<file path="config.mk">
export PLATFORM = sky130hd
export DESIGN_NAME = pll_cfg_sequencer
export DESIGN_NICKNAME = d
export VERILOG_FILES = /design/src/rtl/pllMap_pkg.sv /design/src/rtl/pll_lock_sync.sv /design/src/rtl/pll_cfg_sequencer.sv
export SDC_FILE = /design/constraint.sdc
export NUM_CORES = 1
export LEC_CHECK = 0
export CAP_MARGIN = 20
export CORE_MARGIN = 3
export CORE_UTILIZATION = 25
export DETAILED_ROUTE_END_ITERATION = 8
export PLACE_DENSITY_LB_ADDON = 0.25
export SETUP_SLACK_MARGIN = 0.3
export SLEW_MARGIN = 10
export SYNTH_ARGS = -nofsm -noshare
export SYNTH_HDL_FRONTEND = slang
export SYNTH_HIERARCHICAL = 1
export SYNTH_SLANG_ARGS = --single-unit
</file>
<file path="constraint.sdc">
create_clock -name clk -period 2.2 [get_ports clk]
set_input_delay 0.66 -clock clk [delete_from_list [all_inputs] [get_ports clk]]
set_output_delay 0.66 -clock clk [all_outputs]
set_load 0.005 [all_outputs]
</file>
<file path="src/rtl/pllMap_pkg.sv">
// Shared types for the PLL map path: sequencer states, the read-back status word
// and a counter-sizing helper.
package pllMap_pkg;

  localparam int STATUS_W       = 16;
  localparam int STATUS_RATIO_W = STATUS_W - 6;

  typedef enum logic [2:0] {
    ST_IDLE,
    ST_DISABLE,
    ST_SETTLE,
    ST_APPLY,
    ST_ENABLE,
    ST_WAIT_LOCK,
    ST_REPORT
  } state_t;

  typedef struct packed {
    logic                      busy;
    logic                      err_overrun;
    logic                      err_ratio;
    logic                      err_timeout;
    logic                      lock_s;
    logic                      pll_en;
    logic [STATUS_RATIO_W-1:0] ratio;
  } status_t;

  // One counter serves both the settle and the lock-timeout phases.
  function automatic int cnt_width(input int a, input int b);
    int w;
    w = (a > b) ? $clog2(a) : $clog2(b);
    return (w < 1) ? 1 : w;
  endfunction

endpackage

</file>
<file path="src/rtl/pll_lock_sync.sv">
// Multi-flop synchronizer bringing the PLL's raw lock indication into the clk domain.
module pll_lock_sync #(
  parameter int SYNC_STAGES = 2
) (
  input  logic clk,
  input  logic rst,
  input  logic i_lock,
  output logic o_lock_s
);

  logic [SYNC_STAGES-1:0] r_sync;

  // NOTE: clocked state uses non-blocking assignments so every stage samples the
  // previous stage's old value; blocking here would collapse the chain to one flop.
  always_ff @(posedge clk or posedge rst) begin
    if (rst) begin
      r_sync <= '0;
    end else begin
      r_sync[0] <= i_lock;
      for (int i = 1; i < SYNC_STAGES; i++) begin
        r_sync[i] <= r_sync[i-1];
      end
    end
  end

  assign o_lock_s = r_sync[SYNC_STAGES-1];

endmodule

</file>
<file path="src/rtl/pll_cfg_sequencer.sv">
// Applies decoded PLL configuration commands in a safe order (disable, settle,
// load ratio, enable, wait for lock) and returns a status snapshot on request.
module pll_cfg_sequencer
  import pllMap_pkg::*;
#(
  parameter int RATIO_W       = 10,
  parameter int RESET_RATIO   = 6,
  parameter int SETTLE_CYCLES = 16,
  parameter int LOCK_TIMEOUT  = 4096,
  parameter int SYNC_STAGES   = 2
) (
  input  logic                clk,
  input  logic                rst,
  input  logic                cfg_valid,
  input  logic                cfg_read,
  input  logic                cfg_write,
  input  logic                cfg_pllen,
  input  logic [RATIO_W-1:0]  cfg_ratio,
  input  logic                pll_lock,
  output logic                pll_en,
  output logic [RATIO_W-1:0]  pll_ratio,
  output logic                busy,
  output logic                done,
  output logic                status_valid,
  output logic [STATUS_W-1:0] status_data
);

  localparam int CNT_W = cnt_width(SETTLE_CYCLES, LOCK_TIMEOUT);

  state_t             r_state, w_state_nxt;
  logic [CNT_W-1:0]   r_cnt, w_cnt_nxt;

  logic               r_cmd_read, r_cmd_pllen;
  logic [RATIO_W-1:0] r_cmd_ratio;
  logic               r_pll_en;
  logic [RATIO_W-1:0] r_pll_ratio;
  logic               r_err_overrun, r_err_ratio, r_err_timeout;
  logic               r_done, r_status_valid;
  status_t            r_status_data;

  logic    w_lock_s, w_busy, w_overrun;
  logic    w_accept, w_set_err_ratio, w_set_err_timeout;
  logic    w_pll_en_clr, w_pll_en_set, w_ratio_load;
  logic    w_done_nxt, w_report;
  state_t  w_finish_state;
  status_t w_snapshot;

  pll_lock_sync #(
    .SYNC_STAGES(SYNC_STAGES)
  ) u_lock_sync (
    .clk      (clk),
    .rst      (rst),
    .i_lock   (pll_lock),
    .o_lock_s (w_lock_s)
  );

  assign w_busy         = (r_state != ST_IDLE);
  assign w_overrun      = cfg_valid && w_busy;
  assign w_finish_state = r_cmd_read ? ST_REPORT : ST_IDLE;

  always_ff @(posedge clk or posedge rst) begin
    if (rst) begin
      r_state <= ST_IDLE;
      r_cnt   <= '0;
    end else begin
      r_state <= w_state_nxt;
      r_cnt   <= w_cnt_nxt;
    end
  end

  // NOTE: every output of this block gets a default before the case statement;
  // a path that leaves one unassigned would infer a latch.
  always_comb begin
    w_state_nxt       = r_state;
    w_cnt_nxt         = r_cnt;
    w_accept          = 1'b0;
    w_set_err_ratio   = 1'b0;
    w_set_err_timeout = 1'b0;
    w_pll_en_clr      = 1'b0;
    w_pll_en_set      = 1'b0;
    w_ratio_load      = 1'b0;
    w_done_nxt        = 1'b0;
    w_report          = 1'b0;

    case (r_state)
      ST_IDLE: begin
        if (cfg_valid && cfg_write) begin
          if (cfg_ratio == '0) begin
            w_set_err_ratio = 1'b1;
            if (cfg_read) w_state_nxt = ST_REPORT;
            else          w_done_nxt  = 1'b1;
          end else begin
            w_accept    = 1'b1;
            w_state_nxt = ST_DISABLE;
          end
        end else if (cfg_valid && cfg_read) begin
          w_state_nxt = ST_REPORT;
        end
      end
      ST_DISABLE: begin
        w_pll_en_clr = 1'b1;
        w_cnt_nxt    = CNT_W'(SETTLE_CYCLES - 1);
        w_state_nxt  = ST_SETTLE;
      end
      ST_SETTLE: begin
        // The APPLY cycle is the last disabled cycle, so leave as the count hits 0.
        if (r_cnt <= CNT_W'(1)) begin
          w_cnt_nxt   = '0;
          w_state_nxt = ST_APPLY;
        end else begin
          w_cnt_nxt = r_cnt - CNT_W'(1);
        end
      end
      ST_APPLY: begin
        w_ratio_load = 1'b1;
        if (r_cmd_pllen) begin
          w_state_nxt = ST_ENABLE;
        end else begin
          w_state_nxt = w_finish_state;
          w_done_nxt  = !r_cmd_read;
        end
      end
      ST_ENABLE: begin
        w_pll_en_set = 1'b1;
        w_cnt_nxt    = '0;
        w_state_nxt  = ST_WAIT_LOCK;
      end
      ST_WAIT_LOCK: begin
        if (w_lock_s) begin
          w_state_nxt = w_finish_state;
          w_done_nxt  = !r_cmd_read;
        end else if (r_cnt == CNT_W'(LOCK_TIMEOUT - 1)) begin
          w_set_err_timeout = 1'b1;
          w_state_nxt       = w_finish_state;
          w_done_nxt        = !r_cmd_read;
        end else begin
          w_cnt_nxt = r_cnt + CNT_W'(1);
        end
      end
      ST_REPORT: begin
        w_report    = 1'b1;
        w_done_nxt  = 1'b1;
        w_state_nxt = ST_IDLE;
      end
      default: begin
        w_state_nxt = ST_IDLE;
      end
    endcase
  end

  always_comb begin
    w_snapshot             = '0;
    w_snapshot.err_overrun = r_err_overrun;
    w_snapshot.err_ratio   = r_err_ratio;
    w_snapshot.err_timeout = r_err_timeout;
    w_snapshot.lock_s      = w_lock_s;
    w_snapshot.pll_en      = r_pll_en;
    w_snapshot.ratio       = STATUS_RATIO_W'(r_pll_ratio);
  end

  always_ff @(posedge clk or posedge rst) begin
    if (rst) begin
      r_cmd_read     <= 1'b0;
      r_cmd_pllen    <= 1'b0;
      r_cmd_ratio    <= '0;
      r_pll_en       <= 1'b0;
      r_pll_ratio    <= RATIO_W'(RESET_RATIO);
      r_err_overrun  <= 1'b0;
      r_err_ratio    <= 1'b0;
      r_err_timeout  <= 1'b0;
      r_done         <= 1'b0;
      r_status_valid <= 1'b0;
      r_status_data  <= '0;
    end else begin
      r_done         <= w_done_nxt;
      r_status_valid <= w_report;
      if (w_accept) begin
        r_cmd_read  <= cfg_read;
        r_cmd_pllen <= cfg_pllen;
        r_cmd_ratio <= cfg_ratio;
      end
      if (w_pll_en_clr)      r_pll_en <= 1'b0;
      else if (w_pll_en_set) r_pll_en <= 1'b1;
      if (w_ratio_load) r_pll_ratio <= r_cmd_ratio;
      if (w_report) r_status_data <= w_snapshot;
      // A report clears the error bits; a fresh error in the same cycle survives.
      r_err_overrun <= (r_err_overrun && !w_report) || w_overrun;
      r_err_ratio   <= (r_err_ratio   && !w_report) || w_set_err_ratio;
      r_err_timeout <= (r_err_timeout && !w_report) || w_set_err_timeout;
    end
  end

  assign pll_en       = r_pll_en;
  assign pll_ratio    = r_pll_ratio;
  assign busy         = w_busy;
  assign done         = r_done;
  assign status_valid = r_status_valid;
  assign status_data  = r_status_data;

endmodule
</file>
==> flow_metrics.env, run 1 <==
export IMPL_tns_ns=0
export IMPL_clk_insertion_delay_late_ns=0.33
export IMPL_switching_share_pct=34.7
export IMPL_synth_top_area_share_pct=47.8
export IMPL_grt_pass1_vias=2541
export IMPL_p_total_uw=5900
export IMPL_grt_max_degree=28
export IMPL_overflow=0
export IMPL_ctsHtreeMaxLevel=3
export IMPL_dr_total_vias=2547
export IMPL_syn_num_nets=326
export IMPL_hold_path_class="reg -> reg"
export IMPL_ant_nets=0
export IMPL_core_area_sq_mm=0.0117
export IMPL_clockBufferDepth=2
export IMPL_pin_count=47
export IMPL_p_clk_share_pct=23.6
export IMPL_cts_sinks=60
export IMPL_fp_dieW_um=116
export IMPL_die_area_sq_mm=0.0135
export IMPL_synth_cell_type_count=57
export IMPL_routedWlPerCell_um=15.3
export IMPL_cp_required_ns=2.42
export IMPL_internal_power_uw=3850
export IMPL_finalNonFillerCells=534
export IMPL_synth_edff_count=0
export IMPL_io_buffers=45
export IMPL_drt_initial_drc_count=120
export IMPL_cts_tree="yes"
export IMPL_synthArstFlopShare_pct=100
export IMPL_num_fill_cells=1152
export IMPL_yosysSeqAreaShare_pct=49.5
export IMPL_vias_per_cell=4.77
export IMPL_drcViolationCount=0
export IMPL_cts_buffers=9
export IMPL_period_share_pct=88.3
export IMPL_layout_drive_gt1_share_pct=32.2
export IMPL_tightest_slew_ns=0.632
export IMPL_cap_violations=0
export IMPL_dp_cells=500
export IMPL_fin_nets=406
export IMPL_place_hpwl_mm=5.72
export IMPL_setup_viol=0
export IMPL_start_util_pct=26.1
export IMPL_grt_pass1_wl_mm=13.8
export IMPL_rows=39
export IMPL_seq_power_share_pct=31.4
export IMPL_die_h_um=116
export IMPL_worstSetupEndpointType="flop"
export IMPL_finalMaxSlewViolations=0
export IMPL_clockRootBuffer="clkbuf_16"
export IMPL_power_switching_uw=2050
export IMPL_critPathKind="reg -> reg"
export IMPL_cp_start_kind="flop"
export IMPL_ys_flop_type="dfrtp_1"
export IMPL_synth_cell_area_sq_mm=0.00304
export IMPL_skew_ns=0.00429
export IMPL_yosys_warnings=6
export IMPL_hold_viol_final=0
export IMPL_p_per_area_mw_per_mm2=1340
export IMPL_fmax_mhz=515
export IMPL_synth_seq_cells=60
export IMPL_syn_inst=306
export IMPL_ir_worst_vdd_mv=0.441
export IMPL_antenna_found_initial=0
export IMPL_synth_top_area_cell="dfrtp_1"
export IMPL_rsz0062_at_grt="true"
export IMPL_firstDrtPassIters=4
export IMPL_avgSynthCellArea_sq_um=9.93
export IMPL_p_comb_share_pct=45.0
export IMPL_worstPathArrival_ns=2.16
export IMPL_cts_hold_fix_buffers=0
export IMPL_p_leak_uw=0.00204
export IMPL_status="completed"
export IMPL_path_max_fanout=3
export IMPL_gp_congestion=0.794
export IMPL_fin_crit_ns=1.94
export IMPL_synth_area_top_cells="dfrtp_1 48%, mux2_2 8.2%, nand2_1 7.4%"
export IMPL_path_clk_slew_ns=0.05
export IMPL_antenna_diode_count=0
export IMPL_wl_mm=8.20
export IMPL_grt_usage_pct=13.2
export IMPL_slew_headroom_pct=57.8
export IMPL_syn_to_final_growth_pct=44.5
cell type report:
class	count	area, sq um	share of cell area (%)
multi-input cells	217	1500	34.3
clock buffers	10	229	5.22
repair buffers	90	872	19.9
inverters	8	33.8	0.769
flip-flops and latches	60	1510	34.4
well taps	143	179	4.08
clock inverters	6	63.8	1.45
final timing paths:
| check | cells after the start | slack, ns | endpoint | from |
|---|---|---|---|---|
| setup / recovery | 7 | 0.26 | r_cnt[10] | r_cnt[0] |
| hold / removal | 0 | 0.35 | u_lock_sync/r_sync[1] | u_lock_sync/r_sync[0] |
| max in group asynchronous | 3 | 1.02 | pll_ratio[1] | rst |
| setup reg to reg | 7 | 0.26 | r_cnt[10] | r_cnt[0] |
| hold reg to reg | 0 | 0.35 | u_lock_sync/r_sync[1] | u_lock_sync/r_sync[0] |
| min in group asynchronous | 2 | 0.56 | u_lock_sync/r_sync[0] | rst |
registers in the layout (all words and copies together), names as in the netlist:
register	flops
r_cmd_read	1
done	1
status_data	15
pll_ratio	10
r_err_overrun	1
r_cmd_ratio	10
r_cmd_pllen	1
r_err_ratio	1
pll_en	1
r_err_timeout	1
r_state	3
u_lock_sync/r_sync	2
status_valid	1
r_cnt	12
layer usage:
metal	vias to the layer above	share of wire [%]	wire length (um)	global-route usage, %
met5	-	0	0	0
met4	0	1.7	140	5.18
met1	1257	49	4040	18.4
met2	45	45	3690	19.9
li1	1236	-	-	-
met3	9	4.0	327	3.26
kinds of logic (layout without fill, tap and decap cells):
family	Yosys count	in the layout	synth area share, %
AOI/OAI and AO/OA	56	56	13.4
xor gates and xnor gates	5	5	1.44
adders and majority gates	3	3	1.24
buffers and inverters	29	114	4.98
DFF	60	60	49.5
muxes	25	25	9.14
other	1	1	0.123
and+or+nand+nor	127	127	20.2
stage by stage:
stage	worst slack [ns]	hold WS (ns)	instance area, sq um	utilization, %
5_1_grt	0.168	0.354	4390	37.6
3_3_place_gp	-0.146	0.333	3790	32.5
3_5_place_dp	-0.156	0.335	3790	32.5
6_report	0.257	0.346	4390	37.6
4_1_cts	0.162	0.347	4270	36.6
2_1_floorplan	0.148	0.331	3050	-
Yosys cell counts (all sizes together), types with 4 or more instances:
master  instances
nor4            7
nand3           6
nand2          61
a22o            7
o31ai           4
buf            15
inv             8
dfrtp          58
a21oi           9
nand4           4
mux2           22
o21ai          13
nor2           24
nor3            5
clkbuf          6
worst max-delay path: stages (launching register included):
cell and delay (ns):
dfrtp_1 0.39, inv_2 0.09, ha_4 0.13, or3b_4 0.38, or3_4 0.36, nor3_4 0.16
o221ai_2 0.11, a22o_1 0.21
power groups by stage:
stage          sequential (uW)  combinational, uW  clock [uW]
5_1_grt                   1920               2940        1480
3_5_place_dp              1880               2330           0
3_3_place_gp              1870               2310           0
6_report                  1850               2650        1390
2_1_floorplan             1800               1370           0
4_1_cts                   1860               2580        1430
layout by cell type, fill, tap and decap left out, types with 4 or more instances in the layout:
cell / instances
nor4_2: 4
dlymetal6s2s_1: 11
dlygate4sd2_1: 10
o31ai_1: 4
nand3_1: 5
clkbuf_16: 9
nor3_1: 4
inv_1: 5
buf_4: 38
nor2_1: 20
dfrtp_1: 54
o21ai_0: 13
clkdlybuf4s50_1: 23
dfrtp_2: 4
a22o_1: 7
mux2_2: 22
a21oi_1: 8
nand2_1: 57
timing repair:
| item | in CTS | in global routing |
|---|---|---|
| resized for setup | 30 | 27 |
| pin swaps | 11 | 11 |
| cloned | 1 | 1 |
| buffers inserted | 13 | 3 |
| setup endpoints to repair | 34 | 36 |
Note: power is estimated with default switching activity, not from simulation.
==> run 2: changes to the inputs <==
- clock period: 2.2 -> 2.3 ns (I/O delays scaled with it)
==> flow_metrics.env, run 2 (same netlist as run 1, synthesis figures left out) <==
export IMPL_rows=39
export IMPL_cap_violations=0
export IMPL_seq_power_share_pct=32.2
export IMPL_switching_share_pct=33.7
export IMPL_worstSetupEndpointType="flop"
export IMPL_cts_buffers=9
export IMPL_finalMaxSlewViolations=0
export IMPL_dp_cells=491
export IMPL_io_buffers=45
export IMPL_ant_nets=0
export IMPL_placedInstanceArea_sq_mm=0.00371
export IMPL_fmax_mhz=500
export IMPL_pin_count=47
export IMPL_p_total_uw=5580
export IMPL_path_clk_slew_ns=0.05
export IMPL_setup_viol=0
export IMPL_antenna_found_initial=0
export IMPL_core_area_sq_mm=0.0117
export IMPL_tightest_slew_ns=0.585
export IMPL_die_area_sq_mm=0.0135
export IMPL_gp_congestion=0.799
export IMPL_period_share_pct=86.9
export IMPL_start_util_pct=26.1
export IMPL_skew_ns=0.00875
export IMPL_worstPathArrival_ns=2.20
export IMPL_finalNonFillerCells=516
export IMPL_largest_reg_flops=15
export IMPL_grt_usage_pct=12.7
export IMPL_ir_worst_vdd_mv=0.395
export IMPL_p_comb_share_pct=41.5
export IMPL_crit_start="r_cnt[4]"
export IMPL_status="completed"
export IMPL_final_common_cell="nand2_1"
export IMPL_design_area_sq_mm=0.00420
export IMPL_clockBufferDepth=2
export IMPL_tns_ns=0
export IMPL_p_leak_uw=0.00182
export IMPL_drcViolationCount=0
export IMPL_drt_initial_drc_count=154
export IMPL_cp_endpoint="r_cnt[7]"
export IMPL_num_fill_cells=1145
export IMPL_p_clk_share_pct=26.3
export IMPL_r2r_end="r_cnt[7]"
export IMPL_cts_sinks=60
export IMPL_fp_dieW_um=116
export IMPL_post_route_util_pct=36.0
export IMPL_cts_hold_fix_buffers=0
export IMPL_hold_viol_final=0
export IMPL_cts_tree="yes"
export IMPL_hold_path_class="reg -> reg"
export IMPL_power_switching_uw=1880
export IMPL_antenna_diode_count=0
export IMPL_rsz0062_at_grt="true"
export IMPL_rrSetupSlack_ns=0.30
export IMPL_firstDrtPassIters=4
export IMPL_dr_total_vias=2462
export IMPL_ctsHtreeMaxLevel=3
export IMPL_wl_mm=8.09
export IMPL_die_h_um=116
export IMPL_cp_required_ns=2.50
export IMPL_layout_drive_gt1_share_pct=27.6
export IMPL_p_per_area_mw_per_mm2=1330
export IMPL_cp_start_kind="flop"
export IMPL_overflow=0
export IMPL_fin_crit_ns=2.00
export IMPL_clk_insertion_delay_late_ns=0.32
export IMPL_fin_nets=388
export IMPL_clockRootBuffer="clkbuf_16"
export IMPL_internal_power_uw=3700
export IMPL_critPathKind="reg -> reg"
export IMPL_grt_pass1_wl_mm=13.3
export IMPL_grt_pass1_vias=2485
export IMPL_syn_to_final_growth_pct=38.1
export IMPL_path_max_fanout=9
export IMPL_slew_headroom_pct=60.9
export IMPL_grt_max_degree=59
export IMPL_ff2ff_path_depth=5
export IMPL_mostFrequentLayoutCells="58 x nand2_1, 54 x dfrtp_1, 37 x clkdlybuf4s50_1"
export IMPL_regToRegStartpoint="r_cnt[4]"
export IMPL_vias_per_cell=4.77
export IMPL_routedWlPerCell_um=15.7
export IMPL_place_hpwl_mm=5.41
run 2: cell count changes in the layout (fill, tap and decap cells not counted), moves of 3 or more:
cell	previous run	this run
clkdlybuf4s50_1	23	37
buf_4	38	25
dlymetal6s2s_1	11	0
dlygate4sd2_1	10	7
nor2_1	20	23
run 2: what timing repair did:
action | CTS | global route
setup buffers | 7 | 2
setup endpoints to repair | 23 | 25
resized for setup | 25 | 10
pin swaps | 11 | 6
endpoints found under the hold margin | 0 | 0
run 2: per-layer routing:
| metal | vias up | GRT usage (%) | share of wire [%] |
|---|---|---|---|
| li1 | 1203 | - | - |
| met1 | 1204 | 18.4 | 51 |
| met2 | 51 | 18.1 | 45 |
| met3 | 4 | 2.75 | 3.1 |
| met4 | 0 | 5.65 | 1.1 |
| met5 | - | 0 | 0 |
run 2: cell type report:
type / instances / area, sq um / area share, %
clock buffer: 12 / 256 / 6.11
multi-input combinational: 217 / 1480 / 35.3
tap: 143 / 179 / 4.26
timing repair buffer: 72 / 664 / 15.8
clock inverter: 4 / 72.6 / 1.73
sequential: 60 / 1510 / 36.0
inverter: 8 / 33.8 / 0.805
run 2: how the worst min path moves through the flow:
stage,start,to,slack (ns),depth (start not counted)
2_1_floorplan,u_lock_sync/r_sync[0],u_lock_sync/r_sync[1],0.33,0
3_3_place_gp,u_lock_sync/r_sync[0],u_lock_sync/r_sync[1],0.33,0
3_5_place_dp,u_lock_sync/r_sync[0],u_lock_sync/r_sync[1],0.34,0
4_1_cts,u_lock_sync/r_sync[0],u_lock_sync/r_sync[1],0.35,0
5_1_grt,u_lock_sync/r_sync[0],u_lock_sync/r_sync[1],0.35,0
6_report,u_lock_sync/r_sync[0],u_lock_sync/r_sync[1],0.35,0
run 2: power by group through the flow:
stage | sequential (uW) | clock (uW) | combinational (uW)
after detailed placement | 1810 | 0 | 2130
after global placement | 1800 | 0 | 2110
after CTS | 1790 | 1500 | 2270
after floorplan | 1720 | 0 | 1310
after global routing | 1860 | 1560 | 2570
final | 1800 | 1470 | 2310
run 2: worst max-delay path, cell delays in order, from the launching register on:
cell and delay (ns):
dfrtp_1 0.52, nand4_1 0.22, o41a_1 0.50, a21oi_2 0.33, a21oi_1 0.08, a22o_1 0.24
run 2: metrics by stage:
stage               setup WS, ns  hold slack [ns]
floorplan                  0.248            0.331
global placement         -0.0799            0.334
detailed placement        -0.126            0.336
CTS                        0.270            0.348
global route               0.240            0.354
finish                     0.300            0.347
